$ cat src/rtl/program_counter_stack.sv
// Program counter with a LIFO return-address stack, sticky overflow/underflow flags.
// Optional feature: define PC_REL_BRANCH_EN to enable the rel/offset relative branch.
module program_counter_stack #(
    parameter int unsigned WIDTH = 8,
    parameter int unsigned DEPTH = 4
) (
    input  logic                       clk,
    input  logic                       reset_n,
    input  logic                       load,
    input  logic [WIDTH-1:0]           load_value,
    input  logic                       call,
    input  logic                       ret,
    input  logic                       rel,
    input  logic [WIDTH-1:0]           offset,
    input  logic                       inc,
    input  logic                       dec,
    output logic [WIDTH-1:0]           out,
    output logic [$clog2(DEPTH+1)-1:0] depth,
    output logic                       stack_full,
    output logic                       stack_empty,
    output logic                       ovf,
    output logic                       unf
);

    localparam int unsigned DW = $clog2(DEPTH + 1);
    localparam logic [DW-1:0]    DepthOne = DW'(1);
    localparam logic [DW-1:0]    DepthMax = DW'(DEPTH);
    localparam logic [WIDTH-1:0] One      = WIDTH'(1);

    logic [WIDTH-1:0] r_out;
    logic [DW-1:0]    r_depth;
    logic             r_ovf;
    logic             r_unf;
    // Sized to the full index range of r_depth so every index is in bounds.
    logic [WIDTH-1:0] r_stack [0:(1<<DW)-1];

    logic [WIDTH-1:0] w_out_nxt;
    logic [DW-1:0]    w_depth_nxt;
    logic             w_ovf_nxt;
    logic             w_unf_nxt;
    logic             w_push;
    logic             w_full;
    logic             w_empty;
    logic             w_rel_req;

`ifdef PC_REL_BRANCH_EN
    assign w_rel_req = rel;
`else
    logic w_unused;
    assign w_rel_req = 1'b0;
    assign w_unused  = ^{rel, offset};
`endif

    assign w_full  = (r_depth == DepthMax);
    assign w_empty = (r_depth == '0);

    always_comb begin
        w_out_nxt   = r_out;
        w_depth_nxt = r_depth;
        w_ovf_nxt   = r_ovf;
        w_unf_nxt   = r_unf;
        w_push      = 1'b0;
        if (load) begin
            w_out_nxt = load_value;
        end else if (call) begin
            if (w_full) begin
                w_ovf_nxt = 1'b1;
            end else begin
                w_push      = 1'b1;
                w_out_nxt   = load_value;
                w_depth_nxt = r_depth + DepthOne;
            end
        end else if (ret) begin
            if (w_empty) begin
                w_unf_nxt = 1'b1;
            end else begin
                w_out_nxt   = r_stack[r_depth - DepthOne];
                w_depth_nxt = r_depth - DepthOne;
            end
        end else if (w_rel_req) begin
            // Two's-complement add modulo 2^WIDTH needs no sign extension.
            w_out_nxt = r_out + offset;
        end else if (dec) begin
            w_out_nxt = r_out - One;
        end else if (inc) begin
            w_out_nxt = r_out + One;
        end
    end

    always_ff @(posedge clk or negedge reset_n) begin
        if (!reset_n) begin
            r_out   <= '0;
            r_depth <= '0;
            r_ovf   <= 1'b0;
            r_unf   <= 1'b0;
        end else begin
            r_out   <= w_out_nxt;
            r_depth <= w_depth_nxt;
            r_ovf   <= w_ovf_nxt;
            r_unf   <= w_unf_nxt;
        end
    end

    // Storage is not reset; entries at or above depth are never read.
    always_ff @(posedge clk) begin
        if (w_push) begin
            r_stack[r_depth] <= r_out + One;
        end
    end

    assign out         = r_out;
    assign depth       = r_depth;
    assign stack_full  = w_full;
    assign stack_empty = w_empty;
    assign ovf         = r_ovf;
    assign unf         = r_unf;

endmodule

$ cat config.mk
export PLATFORM = sky130hd
export DESIGN_NAME = program_counter_stack
export DESIGN_NICKNAME = d
export VERILOG_FILES = /design/src/rtl/program_counter_stack.sv
export SDC_FILE = /design/constraint.sdc
export NUM_CORES = 1
export LEC_CHECK = 0
export CAP_MARGIN = 10
export CORE_AREA = 2 2 93 95
export CTS_CLUSTER_SIZE = 28
export DETAILED_ROUTE_END_ITERATION = 7
export DIE_AREA = 0 0 95 97
export PLACE_DENSITY = 0.68
export SLEW_MARGIN = 20
export SYNTH_ARGS = -nofsm -noshare
export SYNTH_HDL_FRONTEND = slang
export SYNTH_SLANG_ARGS = --single-unit
$ cat constraint.sdc
create_clock -name clk -period 2.1 [get_ports clk]
set_input_delay 0.42 -clock clk [delete_from_list [all_inputs] [get_ports clk]]
set_output_delay 0.42 -clock clk [all_outputs]
set_load 0.02 [all_outputs]
==> impl_metrics.json <==
{
  "wl_per_cell_um": 18.3,
  "core_um2": 8130,
  "grt_pass1_vias": 2235,
  "syn-num-nets": 273,
  "die_y_um": 97,
  "areaGrowthSynthToFinish_pct": 26.1,
  "layout.cells.most_common": "edfxtp_1",
  "postSynth.asyncResetShare_pct": 16.9,
  "path_class": "reg2reg",
  "grt-ovfl-total": 0,
  "globalplace.congestion": 0.867,
  "drive_gt1_share_pct": 26.2,
  "place_area_um2": 4330,
  "multi_input_area_um2": 1290,
  "synth_simple_gate_area_share_pct": 7.56,
  "insertion_delay_ns": 0.34,
  "dr.first_iter.drc_count": 183,
  "hold_viol_final": 0,
  "critPathRequiredTime_ns": 2.33,
  "ctsResizeCount": 2,
  "tns_ns": 0,
  "finalWirelength_um": 7650,
  "viasPerCell": 5.43,
  "fin_area_um2": 4550,
  "cts-root-buf": "clkbuf_8",
  "worst-r2r-cell-count": 6,
  "vias": 2271,
  "synth_top_family_by_area": "multiplexers",
  "finalSetupViolations": 0,
  "slew_viol_final": 0,
  "cellLeakagePower_nw": 1.64,
  "rows": 33,
  "crit_fanout": 8,
  "hold_buffers": 0,
  "grt_pass1_wl_um": 11900,
  "holdCritPathClass": "in2async",
  "start_kind": "flip-flop",
  "synth_compound_area_share_pct": 7.84,
  "antenna_found_initial": 0,
  "synthXorXnorAreaFrac_pct": 4.16,
  "fmax_ghz": 0.502,
  "ir_drop_mv": 0.604,
  "syn_area_per_cell_um2": 14.8,
  "start_util_pct": 44.3,
  "setup_slack_ns": 0.106,
  "first_pass_iters": 5,
  "cts_buffers": 9,
  "tightest_slew_ns": 0.695,
  "syn_inst": 244,
  "portBuffers": 29,
  "mostFrequentLayoutCells": "64 x edfxtp_1, 37 x buf_4, 27 x clkdlybuf4s50_1, 19 x nand2_1, 17 x nor2_1",
  "syn_area_um2": 3610,
  "crit_arrival_ns": 2.22,
  "dp.cells": 402,
  "rsz0062_at_grt": "no",
  "layout.cells.non_filler": 418,
  "drc": 0,
  "dieWidth_um": 95,
  "powerDensity_nw_per_um2": 1380,
  "drv_cap": 0,
  "synth_fa_ha_area_share_pct": 1.73,
  "num-fill-cells": 676,
  "antennaDiodeCount": 0,
  "synthTopCellsByArea": "edfxtp_1 53%, dfrtp_1 9.0%, mux4_2 8.1%",
  "seq_area_um2": 2250,
  "synth_cell_type_count": 52,
  "yosysWarningCount": 0,
  "clk_pin_slew_ns": 0.08,
  "synth-edff-count": 64,
  "grt_max_degree": 16,
  "htree_num_levels": 3,
  "final_nets": 337,
  "die_area_um2": 9220,
  "dpl_worst_slack_ns": -0.0522,
  "setup.worst_path.end_class": "flip-flop",
  "holdWs_ns": 0.480,
  "antenna_left": 0,
  "dp_hpwl_um": 5370,
  "yosys.area.top_type": "edfxtp_1",
  "skew_ns": 0.0136,
  "finalCriticalPeriod_ns": 1.99,
  "numClockSinks": 77,
  "fin_util_pct": 55.9,
  "power.total_mw": 6.28,
  "grt_usage_pct": 17.7,
  "outcome": "completed",
  "clockBufferDepth": 2,
  "ys_seq_elements": 77,
  "period_share_pct": 94.9,
  "io_pins": 39,
  "synth-main-ff-cell": "edfxtp_1",
  "relSlewSlack_pct": 53.4,
  "cts_tree": "yes",
  "synthMuxAreaShare_pct": 13.3,
  "post_cts_buffers": 0,
  "synth_top_area_share_pct": 53.3,
  "yosysSeqAreaShare_pct": 62.3
}
==> path summary, 6_finish.rpt <==
kind	to	startpoint	slack [ns]
min	unf$_DFFE_PN0P_	reset_n	0.48
max in group asynchronous	depth[1]$_DFFE_PN0P_	reset_n	1.15
max	out[0]$_DFFE_PN0P_	depth[0]$_DFFE_PN0P_	0.11
min reg2reg	unf$_DFFE_PN0P_	unf$_DFFE_PN0P_	0.48
min in group clk	unf$_DFFE_PN0P_	unf$_DFFE_PN0P_	0.48
max reg2reg	out[0]$_DFFE_PN0P_	depth[0]$_DFFE_PN0P_	0.11
==> flip-flops by register name, summed over array words and instances (netlist names) <==
name	cells
unf	1
r_stack	64
depth	3
ovf	1
out	8
==> cell type report <==
| type | instances | area share [%] |
|---|---|---|
| flip-flops and latches | 77 | 49.5 |
| well taps | 105 | 2.89 |
| clock inverters | 5 | 1.84 |
| repair buffers | 69 | 13.8 |
| inverters | 9 | 0.853 |
| multi-input cells | 142 | 28.3 |
| clock buffers | 11 | 2.89 |
==> cell families (layout without fill, tap and decap cells) <==
kind of cell | count (synthesis) | count (layout)
flip-flops | 77 | 77
adder cells (fa/ha/maj) | 5 | 5
multiplexers | 26 | 26
AO/OA/AOI/OAI | 38 | 38
buffers and inverters | 25 | 94
AND/OR/NAND/NOR | 58 | 58
XOR/XNOR | 15 | 15
==> routing by layer <==
metal / vias up / wire length, um / part of all wire (%) / track usage (%)
met3: 12 / 350 / 4.6 / 4.05
met4: 0 / 175 / 2.3 / 7.80
met1: 1124 / 3560 / 47 / 24.2
li1: 1067 / - / - / -
met2: 68 / 3570 / 47 / 26.8
met5: - / 0 / 0 / 0
==> cells in the mapped netlist, types with 2 or more instances <==
library cell,number
edfxtp_1,64
nand2_1,19
nor2_1,17
dfrtp_1,13
mux4_2,13
xnor2_1,10
inv_1,9
mux2i_1,8
a21oi_1,7
buf_2,6
clkbuf_1,6
o21ai_0,6
ha_1,5
nand3_1,5
xor2_1,4
a31oi_1,3
mux4_1,3
nor3_1,3
a211oi_1,2
buf_1,2
nor2b_1,2
nor3b_1,2
nor4_1,2
o211ai_1,2
o21a_1,2
o21bai_1,2
o22ai_1,2
==> critical path: stages (launching register included) <==
cell and delay (ns):
dfrtp_2 0.46, inv_6 0.04, ha_4 0.34, mux4_2 0.33, mux2_4 0.30, a2111oi_4 0.33, nor2_1 0.07
==> report_power, final <==
part / switching [mW] / internal (mW) / total, mW
clock: 0.530 / 0.674 / 1.20
sequential: 0.160 / 2.02 / 2.18
combinational: 1.41 / 1.49 / 2.90
total: 2.10 / 4.18 / 6.28
No activity file was read; power rests on OpenSTA's default activity.
